**src/rtl/lcd_pkg.sv**
```systemverilog
// Shared types and HD44780 constants for the LCD read-back controller.
package lcd_pkg;

  typedef enum logic [2:0] {
    ST_IDLE,
    ST_WAIT_GNT,
    ST_SETADDR,
    ST_POLL,
    ST_RD,
    ST_DONE
  } rd_state_e;

  typedef enum logic [1:0] {
    PH_IDLE,
    PH_SETUP,
    PH_EHIGH,
    PH_ELOW
  } nib_phase_e;

  localparam logic [7:0] LCD_CMD_SET_DDRAM = 8'h80;
  localparam logic       RS_CMD            = 1'b0;
  localparam logic       RS_DATA           = 1'b1;
  localparam logic       RW_WR             = 1'b0;
  localparam logic       RW_RD             = 1'b1;

  function automatic int unsigned max3(input int unsigned a, input int unsigned b,
                                       input int unsigned c);
    int unsigned m;
    m = (a > b) ? a : b;
    return (m > c) ? m : c;
  endfunction

endpackage

```
**src/rtl/lcd_nibble_cycle.sv**
```systemverilog
// One HD44780 nibble transfer: SETUP (E low) -> EHIGH -> ELOW, T_AS+T_EH+T_EL cycles.
// A start in the done cycle chains the next nibble with no gap.
module lcd_nibble_cycle
  import lcd_pkg::*;
#(
  parameter int unsigned T_AS = 3,
  parameter int unsigned T_EH = 13,
  parameter int unsigned T_EL = 13
) (
  input  logic       clk,
  input  logic       rst,
  input  logic       start_i,
  input  logic       rd_i,
  input  logic [3:0] nibble_i,
  output logic       e_o,
  output logic       oe_o,
  output logic [3:0] dat_o,
  output logic       sample_o,
  output logic       done_o
);

  localparam int unsigned CNT_W = $clog2(max3(T_AS, T_EH, T_EL) + 1);

  nib_phase_e       phase_q, phase_d;
  logic [CNT_W-1:0] cnt_q, cnt_d;
  logic             rd_q, rd_d;
  logic [3:0]       dat_q, dat_d;

  always_ff @(posedge clk) begin
    if (rst) begin
      phase_q <= PH_IDLE;
      cnt_q   <= '0;
      rd_q    <= 1'b1;
      dat_q   <= 4'h0;
    end else begin
      phase_q <= phase_d;
      cnt_q   <= cnt_d;
      rd_q    <= rd_d;
      dat_q   <= dat_d;
    end
  end

  always_comb begin
    phase_d  = phase_q;
    cnt_d    = cnt_q + CNT_W'(1);
    rd_d     = rd_q;
    dat_d    = dat_q;
    sample_o = 1'b0;
    done_o   = 1'b0;
    case (phase_q)
      PH_SETUP: if (cnt_q == CNT_W'(T_AS - 1)) begin
        phase_d = PH_EHIGH;
        cnt_d   = '0;
      end
      PH_EHIGH: if (cnt_q == CNT_W'(T_EH - 1)) begin
        sample_o = 1'b1;
        phase_d  = PH_ELOW;
        cnt_d    = '0;
      end
      PH_ELOW: if (cnt_q == CNT_W'(T_EL - 1)) begin
        done_o  = 1'b1;
        phase_d = PH_IDLE;
        cnt_d   = '0;
      end
      default: cnt_d = '0;
    endcase
    if (start_i) begin
      phase_d = PH_SETUP;
      cnt_d   = '0;
      rd_d    = rd_i;
      dat_d   = nibble_i;
    end
  end

  assign e_o   = (phase_q == PH_EHIGH);
  // Reads release the data bus for the whole nibble, writes drive it throughout.
  assign oe_o  = (phase_q != PH_IDLE) && !rd_q;
  assign dat_o = dat_q;

endmodule

```
**src/rtl/lcd_readback.sv**
```systemverilog
// HD44780 4-bit read-back controller: busy-flag/AC read or one DDRAM character read.
// Optional poll timeout when LCD_RD_TIMEOUT_EN is defined (err tied low otherwise).
module lcd_readback
  import lcd_pkg::*;
#(
  parameter int unsigned T_AS     = 3,
  parameter int unsigned T_EH     = 13,
  parameter int unsigned T_EL     = 13,
  parameter int unsigned POLL_MAX = 255
) (
  input  logic       clk,
  input  logic       rst,
  input  logic       req,
  input  logic       mode,
  input  logic [6:0] addr,
  output logic       ready,
  output logic       valid,
  output logic [7:0] rdata,
  output logic       bf,
  output logic [6:0] ac,
  output logic       err,
  output logic       bus_req,
  input  logic       bus_gnt,
  output logic       lcd_e,
  output logic       lcd_rs,
  output logic       lcd_rw,
  output logic [3:0] lcd_dat_out,
  input  logic [3:0] lcd_dat_in,
  output logic       lcd_dat_oe
);

  rd_state_e  state_q, state_d;
  logic       sel_q, sel_d;          // 0 = high nibble, 1 = low nibble
  logic       mode_q;
  logic [6:0] addr_q;
  logic [3:0] hi_q, lo_q;
  logic [7:0] rdata_q;
  logic       bf_q;
  logic [6:0] ac_q;

  logic       accept;
  logic       timeout_hit;
  logic [7:0] cmd_byte;
  logic       nib_start, nib_rd, nib_e, nib_oe, nib_sample, nib_done;
  logic [3:0] nib_data, nib_dat;

  assign ready    = (state_q == ST_IDLE) && !rst;
  assign accept   = req && ready;
  assign cmd_byte = LCD_CMD_SET_DDRAM | {1'b0, addr_q};

  always_comb begin
    state_d   = state_q;
    sel_d     = sel_q;
    nib_start = 1'b0;
    case (state_q)
      ST_IDLE: if (accept) state_d = ST_WAIT_GNT;
      ST_WAIT_GNT: if (bus_gnt) begin
        state_d   = mode_q ? ST_SETADDR : ST_POLL;
        sel_d     = 1'b0;
        nib_start = 1'b1;
      end
      ST_SETADDR, ST_POLL, ST_RD: if (nib_done) begin
        if (!sel_q) begin
          sel_d     = 1'b1;
          nib_start = 1'b1;
        end else begin
          sel_d = 1'b0;
          if (state_q == ST_SETADDR) begin
            state_d   = ST_POLL;
            nib_start = 1'b1;
          end else if (state_q == ST_RD || !mode_q) begin
            state_d = ST_DONE;
          end else if (!hi_q[3]) begin
            state_d   = ST_RD;
            nib_start = 1'b1;
          end else if (timeout_hit) begin
            state_d = ST_DONE;
          end else begin
            nib_start = 1'b1;
          end
        end
      end
      default: state_d = ST_IDLE;
    endcase
  end

  // The nibble being launched belongs to the state being entered.
  assign nib_rd   = (state_d != ST_SETADDR);
  assign nib_data = sel_d ? cmd_byte[3:0] : cmd_byte[7:4];

  always_ff @(posedge clk) begin
    if (rst) begin
      state_q <= ST_IDLE;
      sel_q   <= 1'b0;
      mode_q  <= 1'b0;
      addr_q  <= 7'h00;
      hi_q    <= 4'h0;
      lo_q    <= 4'h0;
      rdata_q <= 8'h00;
      bf_q    <= 1'b0;
      ac_q    <= 7'h00;
    end else begin
      state_q <= state_d;
      sel_q   <= sel_d;
      if (accept) begin
        mode_q <= mode;
        addr_q <= addr;
      end
      if (nib_sample && (state_q == ST_POLL || state_q == ST_RD)) begin
        if (sel_q) lo_q <= lcd_dat_in;
        else       hi_q <= lcd_dat_in;
      end
      if (nib_done && sel_q && state_q == ST_POLL) begin
        bf_q <= hi_q[3];
        ac_q <= {hi_q[2:0], lo_q};
      end
      if (nib_done && sel_q && state_q == ST_RD) rdata_q <= {hi_q, lo_q};
    end
  end

`ifdef LCD_RD_TIMEOUT_EN
  localparam int unsigned PCNT_W = $clog2(POLL_MAX + 1);

  logic [PCNT_W-1:0] poll_cnt_q;
  logic              timeout_q;
  logic              poll_enter, poll_busy_done;

  assign poll_enter     = nib_start && (state_d == ST_POLL) && (state_q != ST_POLL);
  assign poll_busy_done = (state_q == ST_POLL) && nib_done && sel_q && mode_q && hi_q[3];
  assign timeout_hit    = (poll_cnt_q == PCNT_W'(POLL_MAX - 1));

  always_ff @(posedge clk) begin
    if (rst) begin
      poll_cnt_q <= '0;
      timeout_q  <= 1'b0;
    end else begin
      if (poll_enter)          poll_cnt_q <= '0;
      else if (poll_busy_done) poll_cnt_q <= poll_cnt_q + PCNT_W'(1);
      if (accept)                             timeout_q <= 1'b0;
      else if (poll_busy_done && timeout_hit) timeout_q <= 1'b1;
    end
  end

  assign err = (state_q == ST_DONE) && timeout_q;
`else
  logic unused_poll_max;
  assign unused_poll_max = (POLL_MAX != 0);
  assign timeout_hit     = 1'b0;
  assign err             = 1'b0;
`endif

  lcd_nibble_cycle #(
    .T_AS (T_AS),
    .T_EH (T_EH),
    .T_EL (T_EL)
  ) u_nibble (
    .clk      (clk),
    .rst      (rst),
    .start_i  (nib_start),
    .rd_i     (nib_rd),
    .nibble_i (nib_data),
    .e_o      (nib_e),
    .oe_o     (nib_oe),
    .dat_o    (nib_dat),
    .sample_o (nib_sample),
    .done_o   (nib_done)
  );

  always_comb begin
    lcd_rs = RS_CMD;
    lcd_rw = RW_RD;
    case (state_q)
      ST_SETADDR: lcd_rw = RW_WR;
      ST_RD:      lcd_rs = RS_DATA;
      default:    ;
    endcase
  end

  assign valid       = (state_q == ST_DONE);
  assign bus_req     = (state_q == ST_WAIT_GNT) || (state_q == ST_SETADDR) ||
                       (state_q == ST_POLL) || (state_q == ST_RD);
  assign rdata       = rdata_q;
  assign bf          = bf_q;
  assign ac          = ac_q;
  assign lcd_e       = nib_e;
  assign lcd_dat_oe  = nib_oe;
  assign lcd_dat_out = nib_dat;

endmodule
```
**config.mk**
```make
export PLATFORM = sky130hd
export DESIGN_NAME = lcd_readback
export DESIGN_NICKNAME = d
export VERILOG_FILES = /design/src/rtl/lcd_pkg.sv /design/src/rtl/lcd_nibble_cycle.sv /design/src/rtl/lcd_readback.sv
export SDC_FILE = /design/constraint.sdc
export NUM_CORES = 1
export LEC_CHECK = 0
export CAP_MARGIN = 20
export CORE_ASPECT_RATIO = 1.25
export CORE_UTILIZATION = 30
export CTS_BUF_LIST = sky130_fd_sc_hd__clkbuf_16
export DETAILED_ROUTE_END_ITERATION = 10
export GPL_TIMING_DRIVEN = 1
export PLACE_DENSITY_LB_ADDON = 0.08
export SLEW_MARGIN = 20
export SYNTH_ARGS = -nofsm -noshare
export SYNTH_HDL_FRONTEND = slang
export SYNTH_SLANG_ARGS = --single-unit
```
**constraint.sdc**
```tcl
create_clock -name clk -period 1.9 [get_ports clk]
set_clock_uncertainty 0.15 [all_clocks]
set_input_delay 0.57 -clock clk [delete_from_list [all_inputs] [get_ports clk]]
set_output_delay 0.57 -clock clk [all_outputs]
set_load 0.05 [all_outputs]
```
==> results.cfg <==
[worst_setup_path]
crit_arrival_ps = 1300
r2r_cells = 7
start_kind = flop
cp_max_fo = 4
r2r_end = u_nibble.dat_o[0]$_SDFFE_PP0P_
rrSetupSlack_ps = -90
crit_type = flop to output port
cp-end-kind = output port
r2r_start = state_q[0]$_SDFF_PP0_
critPathRequiredTime_ps = 1180

[timing]
finalCritPeriodShare = 1.06
slew_viol_final = 0
fin_ws_ps = -118
rsz0062_at_grt = true
finalSetupViolations = 6
fmax_mhz = 496
hold_viol_final = 0
min_period_ps = 2020

[route]
vias = 1914
viasPerCell = 4.69
wl_per_cell_um = 13.3
drc = 0
wl_mm = 5.44
antenna_left = 0
drt_first_pass_iters = 4
drt-initial-drc-count = 54

[global_routing]
grt_pass1_vias = 1955
grt_pass1_wl_mm = 9.17
grt_use_total = 0.161
grt.overflow.total = 0
grt_max_degree = 27
antenna_found_initial = 0

[synth]
synth.most_common_cell = dfxtp_1
ys_seq_area_frac = 0.438
ys.flop_type = dfxtp_1
ys_types = 48
netlist_area_sq_mm = 0.00215
synth-seq-cells = 47
synth_edf_count = 0
synthTopCellsByCount = dfxtp_1 (47), nand2_1 (46), a21oi_1 (29)
synth_warnings = 0
yosysTopAreaCell = dfxtp_1
syn_avg_cell_area_sq_um = 8.91
synthArstFlopShare = 0
synthCells = 241
yosysTopAreaCellShare = 0.438
yosys-top-cells-area = dfxtp_1 (44%), nand2_1 (8.0%), a21oi_1 (6.8%)
syn_nets = 267

[floorplanning]
core_sq_mm = 0.00693
io_pins = 44
fp.dieArea_sq_mm = 0.00750
die-height_um = 96.6
initial_core_util = 0.310
num_rows = 34
die_w_um = 77.7

[finish]
syn2layout_area_growth_pct = 61.5
nets = 344
drive_above_1_share = 0.343
n_antenna_cell = 0
post-route-util = 0.500

[cts]
cts.sinks = 47
cts_buffers = 5
ctsHoldBuffers = 0
htree_num_levels = 2
clock_path_buffers = 2
cts_root_buf = clkbuf_16
clock_latency_ps = 280
path_clk_slew_ps = 60
cts_tree = done

[power]
powerDensity_mw_per_mm2 = 754
pwr-share-clk = 0.366
seq_power_share = 0.396
leakage_nw = 1.37
p_int_mw = 1.95
vdd_drop_max_uv = 414
switching_power_uw = 669
power_mw = 2.62
p_comb_frac = 0.238
swShare = 0.256

[flow_run]
drv_cap = 0

[run_status]
status = finished with violations
violations = setup timing

[worst_hold_path]
hold_path_depth = 2
worstHoldStart = addr_q[3]$_SDFFE_PP0P_
hold_class = flop to flop
min_to = addr_q[3]$_SDFFE_PP0P_

[placement]
gp_congestion = 0.720
port_buffers = 42
dp_hpwl_mm = 3.99
[cell usage in the layout, fill, tap and decap left out, types with 4 or more instances in the layout]
cell and count:
ha_1 8, buf_12 27, mux2i_1 12, inv_1 4, o2bb2ai_1 5, clkbuf_16 5, clkdlybuf4s50_1 13, buf_4 34
nor2_1 17, nand2_1 46, buf_6 8, dfxtp_1 42, a21oi_1 29, nand3_1 12
[power by group through the flow]
stage | sequential [mW] | clock [mW] | combinational, mW
floorplan | 1.06 | 0 | 0.255
CTS | 1.04 | 0.982 | 0.592
global placement | 1.06 | 0 | 0.470
global route | 1.04 | 1.03 | 0.677
detailed placement | 1.06 | 0 | 0.473
finish | 1.04 | 0.957 | 0.623
[routing by layer]
| metal | GRT usage | share of wire |
|---|---|---|
| met4 | 0.0770 | 0.024 |
| met2 | 0.315 | 0.55 |
| met5 | 0 | 0 |
| met3 | 0.0310 | 0.026 |
| met1 | 0.164 | 0.40 |
[sequential cells by signal (all words and copies together), names as in the netlist]
signal / count
state_q: 3
rdata: 8
hi_q: 4
u_nibble.phase_q: 2
ac: 7
mode_q: 1
u_nibble.cnt_q: 4
u_nibble.rd_q: 1
addr_q: 7
lo_q: 4
sel_q: 1
bf: 1
u_nibble.dat_o: 4
[cell families (layout without fill, tap and decap cells)]
kind of cell,after synthesis,in the layout,synth area share
mux,12,12,0.0559
buf+inv,20,97,0.0501
fa+ha+maj,10,10,0.0583
flops,47,47,0.438
xor+xnor,3,3,0.0122
simple gates,97,97,0.234
other cells,1,1,0.00175
compound gates,51,51,0.149
[worst max-delay path, cell delays in order (launching register included)]
cell,delay (ps)
dfxtp_4,350
buf_6,120
nor4_4,240
buf_4,170
buf_12,130
[cell type report]
cell class	count	area, sq um
repair buffers	84	1030
flip-flops and latches	47	955
multi-input cells	174	1180
clock buffers	5	125
clock inverters	2	33.8
inverters	6	30.0
fillers	658	3470
well taps	90	113
[per-stage QoR]
step / cell area [sq um] / instances / setup TNS (ps) / setup WS (ps) / hold slack (ps)
global placement: 3080 / 386 / -6620 / -443 / 300
global route: 3470 / 408 / -862 / -166 / 326
detailed placement: 3080 / 386 / -6440 / -485 / 301
floorplan: 2170 / 241 / -2610 / -191 / 280
finish: 3470 / 408 / -425 / -118 / 307
CTS: 3410 / 405 / -471 / -142 / 309
[worst max-delay path by stage]
stage	cells after the start	start	slack, ps	endpoint
finish	4	state_q[1]$_SDFF_PP0_	-120	ready
global route	4	state_q[1]$_SDFF_PP0_	-170	ready
CTS	4	state_q[1]$_SDFF_PP0_	-140	ready
detailed placement	6	bus_gnt	-490	u_nibble.dat_o[0]$_SDFFE_PP0P_
global placement	6	bus_gnt	-440	u_nibble.dat_o[2]$_SDFFE_PP0P_
floorplan	4	rst	-190	u_nibble.rd_q$_SDFFE_PP1P_
[what timing repair did]
item / in CTS / in global routing
pin swaps: 7 / 9
gates cloned: 0 / 0
hold endpoints to repair: 0 / 0
resized for setup: 28 / 9
buffers inserted: 12 / 3
endpoints found under the setup margin: 11 / 35
Note: power is estimated with default switching activity, not from simulation.
